==> src/rtl/hs_merge_arbiter_pkg.sv <==
// Shared types and helpers for the two-phase handshake merge arbiter.
// rr_pick is sized for the largest supported channel count (8).
package hs_merge_arbiter_pkg;

  typedef enum logic [0:0] {
    IDLE = 1'b0,
    WAIT = 1'b1
  } hs_state_e;

  localparam int SYNC_STAGES_DEF = 2;

  // Next pending index after last, wrapping modulo n_ch; returns last when nothing is pending.
  function automatic logic [2:0] rr_pick(input logic [7:0] pending,
                                         input logic [2:0] last,
                                         input logic [3:0] n_ch);
    logic [2:0] idx;
    logic [2:0] pick;
    logic       found;
    idx   = last;
    pick  = last;
    found = 1'b0;
    for (int i = 0; i < 8; i++) begin
      if ({1'b0, idx} == (n_ch - 4'd1)) begin
        idx = 3'd0;
      end else begin
        idx = idx + 3'd1;
      end
      if (!found && (i < int'(n_ch)) && pending[idx]) begin
        pick  = idx;
        found = 1'b1;
      end else begin
        found = found;
      end
    end
    return pick;
  endfunction

endpackage

==> src/rtl/hs_merge_arbiter_if.sv <==
// Bundle of the N-channel toggle handshake inputs and the merged output channel.
// slave is the arbiter's view; master is the requester/sink environment's view.
interface hs_merge_arbiter_if #(
  parameter int N_CH = 3,
  parameter int DW   = 8
);
  localparam int GW = $clog2(N_CH);

  logic [N_CH-1:0]    in_req;
  logic [N_CH-1:0]    in_ack;
  logic [N_CH*DW-1:0] in_data;
  logic               out_req;
  logic               out_ack;
  logic [DW-1:0]      out_data;
  logic [GW-1:0]      grant_idx;
  logic               busy;

  modport master (
    output in_req, in_data, out_ack,
    input  in_ack, out_req, out_data, grant_idx, busy
  );

  modport slave (
    input  in_req, in_data, out_ack,
    output in_ack, out_req, out_data, grant_idx, busy
  );

endinterface

==> src/rtl/hs_merge_arbiter_sync.sv <==
// W-bit multi-flop synchroniser for toggle signals arriving asynchronously to clk.
module hs_merge_arbiter_sync #(
  parameter int W      = 1,
  parameter int STAGES = 2
) (
  input  logic         clk,
  input  logic         rst_n,
  input  logic [W-1:0] async_in,
  output logic [W-1:0] sync_out
);

  logic [W-1:0] stage_r [STAGES];

  // Shift chain; stage 0 is the only flop that may go metastable.
  always_ff @(posedge clk or negedge rst_n) begin
    if (!rst_n) begin
      for (int i = 0; i < STAGES; i++) begin
        stage_r[i] <= '0;
      end
    end else begin
      stage_r[0] <= async_in;
      for (int i = 1; i < STAGES; i++) begin
        stage_r[i] <= stage_r[i-1];
      end
    end
  end

  assign sync_out = stage_r[STAGES-1];

endmodule

==> src/rtl/hs_merge_arbiter.sv <==
// Round-robin merge of N two-phase bundled-data channels onto one two-phase output.
// One transfer in flight at a time; all outputs are registered.
module hs_merge_arbiter
  import hs_merge_arbiter_pkg::*;
#(
  parameter int N_CH        = 3,
  parameter int DW          = 8,
  parameter int SYNC_STAGES = SYNC_STAGES_DEF
) (
  input  logic               clk,
  input  logic               rst_n,
  hs_merge_arbiter_if.slave  bus
);

  localparam int GW = $clog2(N_CH);

  logic [N_CH-1:0] req_s;
  logic            ack_s;
  logic [N_CH-1:0] pending_s;
  logic [7:0]      pend8_s;
  logic [2:0]      pick_s;
  logic [GW-1:0]   winner_s;
  logic            grant_en_s;
  logic            done_s;

  hs_state_e       state_r;
  hs_state_e       state_nxt_s;
  logic [N_CH-1:0] in_ack_r;
  logic            out_req_r;
  logic [DW-1:0]   out_data_r;
  logic [GW-1:0]   grant_idx_r;
  logic [GW-1:0]   last_grant_r;
  logic            busy_r;

  hs_merge_arbiter_sync #(.W(N_CH), .STAGES(SYNC_STAGES)) u_req_sync (
    .clk      (clk),
    .rst_n    (rst_n),
    .async_in (bus.in_req),
    .sync_out (req_s)
  );

  hs_merge_arbiter_sync #(.W(1), .STAGES(SYNC_STAGES)) u_ack_sync (
    .clk      (clk),
    .rst_n    (rst_n),
    .async_in (bus.out_ack),
    .sync_out (ack_s)
  );

  assign pending_s = req_s ^ in_ack_r;

  // Widen pending vector to the fixed width the round-robin helper expects.
  always_comb begin
    pend8_s               = 8'h00;
    pend8_s[N_CH-1:0]     = pending_s;
  end

  assign pick_s   = rr_pick(pend8_s, 3'(last_grant_r), 4'(N_CH));
  assign winner_s = GW'(pick_s);

  // FSM state register.
  always_ff @(posedge clk or negedge rst_n) begin
    if (!rst_n) begin
      state_r <= IDLE;
    end else begin
      state_r <= state_nxt_s;
    end
  end

  // Next-state logic; the downstream has acked once its phase matches out_req again.
  always_comb begin
    state_nxt_s = state_r;
    case (state_r)
      IDLE: begin
        if (|pending_s) state_nxt_s = WAIT;
        else            state_nxt_s = IDLE;
      end
      WAIT: begin
        if (ack_s == out_req_r) state_nxt_s = IDLE;
        else                    state_nxt_s = WAIT;
      end
      default: state_nxt_s = IDLE;
    endcase
  end

  // Output decode: grant strobe in IDLE, completion strobe in WAIT.
  always_comb begin
    grant_en_s = 1'b0;
    done_s     = 1'b0;
    case (state_r)
      IDLE: begin
        if (|pending_s) grant_en_s = 1'b1;
        else            grant_en_s = 1'b0;
      end
      WAIT: begin
        if (ack_s == out_req_r) done_s = 1'b1;
        else                    done_s = 1'b0;
      end
      default: begin
        grant_en_s = 1'b0;
        done_s     = 1'b0;
      end
    endcase
  end

  // Datapath: data latch, phase toggles and round-robin pointer.
  always_ff @(posedge clk or negedge rst_n) begin
    if (!rst_n) begin
      in_ack_r     <= '0;
      out_req_r    <= 1'b0;
      out_data_r   <= '0;
      grant_idx_r  <= '0;
      last_grant_r <= GW'(N_CH - 1);
      busy_r       <= 1'b0;
    end else if (grant_en_s) begin
      out_data_r  <= bus.in_data[winner_s*DW +: DW];
      grant_idx_r <= winner_s;
      out_req_r   <= ~out_req_r;
      busy_r      <= 1'b1;
    end else if (done_s) begin
      in_ack_r[grant_idx_r] <= ~in_ack_r[grant_idx_r];
      last_grant_r          <= grant_idx_r;
      busy_r                <= 1'b0;
    end else begin
      busy_r <= busy_r;
    end
  end

  assign bus.in_ack    = in_ack_r;
  assign bus.out_req   = out_req_r;
  assign bus.out_data  = out_data_r;
  assign bus.grant_idx = grant_idx_r;
  assign bus.busy      = busy_r;

endmodule

==> src/flat_wrapper.sv <==
// flat-port wrapper written by rule: the top's interface ports become plain ports
module hs_merge_arbiter_flat import hs_merge_arbiter_pkg::*;
#(
  parameter int N_CH        = 3,
  parameter int DW          = 8,
  parameter int SYNC_STAGES = SYNC_STAGES_DEF
)
  (clk, rst_n, bus_in_req, bus_in_data, bus_out_ack, bus_in_ack, bus_out_req, bus_out_data, bus_grant_idx, bus_busy);
  hs_merge_arbiter_if #(.N_CH(N_CH), .DW(DW)) bus_i ();
  input  logic clk;
  input  logic rst_n;
  input wire logic [$bits(bus_i.in_req)-1:0] bus_in_req;
  input wire logic [$bits(bus_i.in_data)-1:0] bus_in_data;
  input wire logic [$bits(bus_i.out_ack)-1:0] bus_out_ack;
  output wire logic [$bits(bus_i.in_ack)-1:0] bus_in_ack;
  output wire logic [$bits(bus_i.out_req)-1:0] bus_out_req;
  output wire logic [$bits(bus_i.out_data)-1:0] bus_out_data;
  output wire logic [$bits(bus_i.grant_idx)-1:0] bus_grant_idx;
  output wire logic [$bits(bus_i.busy)-1:0] bus_busy;
  assign bus_i.in_req = bus_in_req;
  assign bus_i.in_data = bus_in_data;
  assign bus_i.out_ack = bus_out_ack;
  assign bus_in_ack = bus_i.in_ack;
  assign bus_out_req = bus_i.out_req;
  assign bus_out_data = bus_i.out_data;
  assign bus_grant_idx = bus_i.grant_idx;
  assign bus_busy = bus_i.busy;
  hs_merge_arbiter #(.N_CH(N_CH), .DW(DW), .SYNC_STAGES(SYNC_STAGES)) u_core (.clk(clk), .rst_n(rst_n), .bus(bus_i));
endmodule
==> config.mk <==
export PLATFORM = sky130hd
export DESIGN_NAME = hs_merge_arbiter_flat
export DESIGN_NICKNAME = d
export VERILOG_FILES = /design/src/rtl/hs_merge_arbiter_pkg.sv /design/src/rtl/hs_merge_arbiter_if.sv /design/src/rtl/hs_merge_arbiter_sync.sv /design/src/rtl/hs_merge_arbiter.sv /design/src/flat_wrapper.sv
export SDC_FILE = /design/constraint.sdc
export NUM_CORES = 1
export LEC_CHECK = 0
export ABC_AREA = 1
export BUFFER_PORTS_ARGS = -buffer_cell sky130_fd_sc_hd__buf_2
export CORE_ASPECT_RATIO = 0.75
export CORE_UTILIZATION = 45
export CTS_CLUSTER_DIAMETER = 100
export DETAILED_ROUTE_END_ITERATION = 16
export GPL_ROUTABILITY_DRIVEN = 0
export PLACE_DENSITY_LB_ADDON = 0.12
export SLEW_MARGIN = 20
export SYNTH_ARGS = -nofsm -noshare
export SYNTH_HDL_FRONTEND = slang
export SYNTH_SLANG_ARGS = --single-unit
export TNS_END_PERCENT = 1
==> constraint.sdc <==
create_clock -name clk -period 3.4 [get_ports clk]
set_clock_uncertainty 0.05 [all_clocks]
set_input_delay 0.68 -clock clk [delete_from_list [all_inputs] [get_ports clk]]
set_output_delay 0.68 -clock clk [all_outputs]
set_load 0.005 [all_outputs]
After elaboration in Yosys (flattened, before gate mapping)
Cells that the tools add are included.
- add/subtract/negate cells: 3
- $lt $le $gt $ge: 5
- eq/ne operators: 4
- shifts and indexed selects: 1
- mux-type cells: 27
- bitwise gates (word level): 5
- reductions and logical operators: 8
- operators by type and width (cell ; number):
    indexed part select 24 x 6 -> 8 bit ; 1
    2-to-1 mux 1 bit ; 14
    < comparator 3 x 4 -> 1 bit (second input constant) ; 3
    binary-select mux 1 bit (select 3 bit) ; 3
    2-to-1 mux 3 bit ; 3
    adder 3 x 1 -> 3 bit (second input constant) ; 2
    == test 3 x 2 -> 1 bit (second input constant) ; 2
    2-to-1 mux 2 bit ; 3
    NOT 1 bit ; 4
    adder 2 x 1 -> 3 bit (second input constant) ; 1
    bitwise mux 3 bit ; 1
    logical AND 1 bit ; 3
    < comparator 2 x 3 -> 1 bit (second input constant) ; 1
    OR reduction 3 bit ; 1
    XOR 3 bit ; 1
    binary-select mux 1 bit (select 2 bit) ; 1
    demux 1 bit (select 2 bit) ; 1
    == test 2 bit (second input constant) ; 1
    >= comparator 2 x 1 -> 1 bit (second input constant) ; 1
    logical NOT 1 bit ; 2
    case mux 1 bit (2 select lines) ; 1
    AND reduction 2 bit ; 1
    nonzero test 2 bit ; 1
    == test 1 bit ; 1
- flip-flop bits (word level): 26
- bits of input ports: 30
- output and inout port bits: 15
- logic and storage cells: 64

Longest topological paths before layout
- depth in word-level cells: 12
- depth in mapped cells: 12
- depth with buffers taken out: 12

Modules after synthesis
From an unflattened synthesis, not the netlist that was laid out.
- cells, all modules: 190
- area, all modules: 1505.2 µm²
- modules (own cells, without submodules) (module ; instances ; cells each ; area an instance (µm²) ; seq. area each (µm²)):
    hs_merge_arbiter ; 1 ; 179 ; 1282.5 ; 451.7
    hs_merge_arbiter_sync (u_core.u_req_sync) ; 1 ; 9 ; 172.7 ; 150.1
    hs_merge_arbiter_sync (u_core.u_ack_sync) ; 1 ; 2 ; 50.0 ; 50.0

Worst setup path before layout
OpenSTA, ideal clock, no wires.
- kind: register to register
- from: reg u_core.last_grant_r[1]
- to: reg u_core.out_data_r[5], in the netlist u_core.bus.out_data[5]
- library setup time: 124 ps
- arrival: 1469 ps
- required time: 3226 ps
- setup slack: 1757 ps
- stages on the path, launching flop included: 13
- buffers on the path: 1
- period minus slack after synthesis: 1643 ps
- cell sequence: dfstp_2 buf_6 nor2_2 inv_2 nor2_2 nor2_4 nand3_4 nand2_1 nand2_4 nand2_4 inv_2 o211ai_1 nand2_1
- word-level cells in the longest chain between the ends: 12
- elaborated cells on any way between the ends: 25
- classes of those cells: add/sub (3); eq/ne (3); shift (1); mux (14); reduce/logical (4)
- RTL lines (item ; RTL line ; source):
    start, declared ; hs_merge_arbiter.sv:32 ; logic [GW-1:0] last_grant_r;
    start signal, assigned ; hs_merge_arbiter.sv:112 ; last_grant_r <= GW'(N_CH - 1);
    start signal, assigned ; hs_merge_arbiter.sv:121 ; last_grant_r <= grant_idx_r;
    branches (longest 10 deep; another with adder 2 x 1 -> 3 bit) ; n/a ;
    2-to-1 mux 2 bit * ; hs_merge_arbiter_pkg.sv:28 ; if (!found && (i < int'(n_ch)) && pending[idx]) begin
    indexed part select 24 x 6 -> 8 bit * ; hs_merge_arbiter.sv:115 ; out_data_r <= bus.in_data[winner_s*DW +: DW];
    end signal, assigned ; hs_merge_arbiter.sv:115 ;
    end, declared ; hs_merge_arbiter.sv:30 ; logic [DW-1:0] out_data_r;
Every way passes the cells marked *. The select of a mux whose other input is x is not followed.
A chain may end at the register's enable or synchronous reset.

Final worst setup path
Same ends and word-level chain as after synthesis.

==> flow_metrics.env <==
export IMPL_cts_path_max_buffers=2
export IMPL_worstReg2RegEnd="u_core.bus.out_data[5]"
export IMPL_yosys_warnings=0
export IMPL_fp_dieH_um=52.4
export IMPL_crit_type="reg -> reg"
export IMPL_wl_per_cell_um=12.1
export IMPL_min_path_type="reg -> reg"
export IMPL_nets=255
export IMPL_grt_total_usage=0.194
export IMPL_synthCells=180
export IMPL_ant_nets=0
export IMPL_reg2reg_depth=9
export IMPL_fmax_ghz=0.467
export IMPL_cts_tree="built"
export IMPL_static_leakage_power_uw=0.000987
export IMPL_dieWidth_um=69.2
export IMPL_crit_path_end="u_core.bus.out_data[5]"
export IMPL_setup_viol=0
export IMPL_clk_pin_slew_ns=0.09
export IMPL_drt_total_wl_um=3170
export IMPL_place_ws_ns=1.25
export IMPL_fin_cells=262
export IMPL_ctsHoldBuffers=0
export IMPL_ioPinCount=45
export IMPL_final_common_cell="buf_2"
export IMPL_path_max_fanout=11
export IMPL_grt_pass1_wl_um=5430
export IMPL_cts_sinks=26
export IMPL_synth_cell_types=29
export IMPL_synth_area_um2=1530
export IMPL_post_dp_hpwl_um=2460
export IMPL_ir_drop_v=0.000374
export IMPL_ys_seq_area_frac=0.427
export IMPL_synthToLayoutAreaGrowth_pct=19.4
export IMPL_cts_root_buffer="clkbuf_8"
export IMPL_rows=17
export IMPL_design_core_area_um2=3080
export IMPL_drcViolationCount=0
export IMPL_startpoint="u_core.last_grant_r[1]"
export IMPL_start_util=0.495
export IMPL_worst_setup_path_end_kind="register"
export IMPL_dp_cells=258
export IMPL_arrival_ns=2.25
export IMPL_n_antenna_cell=0
export IMPL_post_cts_resize_count=0
export IMPL_cp_required_ns=3.51
export IMPL_syn_area_per_cell_um2=8.47
export IMPL_grt_max_degree=27
export IMPL_cp_start_kind="register"
export IMPL_drive_gt1_frac=0.384
export IMPL_fp_dieArea_um2=3630
export IMPL_layout_setup_ws_ns=1.26
export IMPL_r2r_start="u_core.last_grant_r[1]"
export IMPL_synth_nets=210
export IMPL_hold_depth=0
export IMPL_layout_common_cells="buf_2, nand2_1, dfrtp_1"
export IMPL_rsz0062_at_grt="no"
export IMPL_ys_ff_latch=26
export IMPL_fin_area_um2=1820
export IMPL_r2r_setup_slack_ns=1.26
export IMPL_fin_crit_sh=0.629
export IMPL_insertion_delay_ns=0.27
export IMPL_worst_slew_pin_slew_ns=0.557
export IMPL_layout_min_cycle_time_ns=2.14
export IMPL_tritoncts_num_buffers=3
export IMPL_io_buffers=44
export IMPL_htree_levels=1
export IMPL_status="finished, final reports clean"
export IMPL_dr_pass1_iters=4
export IMPL_drv_slew=0
export IMPL_slew_headroom=0.628
export IMPL_fin_setup_tns_ns=0
export IMPL_cap_violations=0
export IMPL_antenna_found_initial=0
export IMPL_postCtsSetupBuffers=0
export IMPL_vias=1317
export IMPL_vias_per_cell=5.03
export IMPL_final_hold_violation_count=0
export IMPL_grt_pass1_vias=1239
export IMPL_drt_iter0_markers=72
export IMPL_power_density_nw_per_um2=1080
export IMPL_postPlaceCellArea_um2=1750
export IMPL_gr_total_overflow=0
report_power, final:
group          total [uW]  switching (uW)  internal (uW)
registers             536             101            434
clock network         255            97.2            158
logic                1170             755            413
cells by family (layout without fill, tap and decap cells):
| group | after synthesis | count (layout) | synth area share |
|---|---|---|---|
| buffers and inverters | 31 | 75 | 0.0943 |
| AO/OA/AOI/OAI | 24 | 24 | 0.103 |
| flip-flops | 26 | 26 | 0.427 |
| AND/OR/NAND/NOR | 98 | 98 | 0.370 |
| XOR/XNOR | 1 | 1 | 0.00574 |
metrics by stage:
step	hold WS, ns	total power, uW	utilization
6_report	0.305	1960	0.591
5_1_grt	0.318	2140	0.591
4_1_cts	0.307	1970	0.591
3_5_place_dp	0.285	1710	0.568
3_3_place_gp	0.282	1660	0.568
2_1_floorplan	0.281	1470	-
cell type report:
| class | count | area [um^2] |
|---|---|---|
| Fill cell | 279 | 1260 |
| Sequential cell | 26 | 652 |
| Clock buffer | 3 | 41.3 |
| Inverter | 27 | 101 |
| Tap cell | 38 | 47.5 |
| Timing Repair Buffer | 44 | 220 |
| Multi-Input combinational cell | 123 | 729 |
| Clock inverter | 1 | 30.0 |
worst max-delay path, stage by stage, from the launching register on:
cell	delay [ns]
dfstp_2	0.65
nor2_2	0.07
inv_2	0.08
nor2_2	0.05
nor2_4	0.17
nand4_2	0.38
nand2_2	0.30
nor2_2	0.08
a21boi_1	0.13
nand2_1	0.07
cell usage after synthesis:
cell,count,area (um^2)
o211ai_1,3,22.5
o21ai_0,3,15.0
nand3_2,13,130
nand3b_1,5,37.5
nand4_1,2,12.5
or2_2,1,6.26
nand3_1,10,50.1
a21boi_1,3,22.5
inv_2,5,18.8
nand2_1,37,139
buf_8,1,15.0
a21oi_1,6,30.0
nand4_2,1,12.5
a31oi_1,2,12.5
nor3_1,1,5.00
a21oi_2,5,43.8
dfstp_2,1,26.3
nand2_4,3,33.8
inv_1,22,82.6
buf_6,2,22.5
nor2_1,16,60.1
nor2_4,2,22.5
nor2_2,3,18.8
nand2_2,3,18.8
xor2_1,1,8.76
nand3_4,1,17.5
buf_2,1,5.00
dfrtp_1,25,626
o21ai_1,2,10.0
sequential cells by signal (all words and copies together) (netlist names):
name	count
u_core.bus.out_data	8
u_core.bus.in_ack	3
u_core.bus.out_req	1
u_core.u_req_sync.stage_r	3
u_core.u_ack_sync.sync_out	1
u_core.u_req_sync.sync_out	3
u_core.state_r	1
u_core.u_ack_sync.stage_r	1
u_core.bus.grant_idx	2
u_core.bus.busy	1
u_core.last_grant_r	2
layer usage:
metal | track usage | vias to the layer above | wire [um]
met1 | 0.264 | 597 | 1530
met3 | 0.0442 | 2 | 213
met5 | 0 | - | 0
li1 | - | 670 | -
met2 | 0.309 | 48 | 1400
met4 | 0.0612 | 0 | 28
worst min path at each step:
| stage | from | end |
|---|---|---|
| 6_report | u_core.u_ack_sync.stage_r[1] | u_core.u_ack_sync.sync_out |
| 5_1_grt | u_core.u_ack_sync.stage_r[1] | u_core.u_ack_sync.sync_out |
| 4_1_cts | u_core.u_req_sync.stage_r[4] | u_core.u_req_sync.sync_out[1] |
| 3_5_place_dp | u_core.u_req_sync.stage_r[4] | u_core.u_req_sync.sync_out[1] |
| 3_3_place_gp | u_core.u_req_sync.stage_r[4] | u_core.u_req_sync.sync_out[1] |
| 2_1_floorplan | u_core.u_ack_sync.stage_r[1] | u_core.u_ack_sync.sync_out |
(Power assumes the default switching activity.)
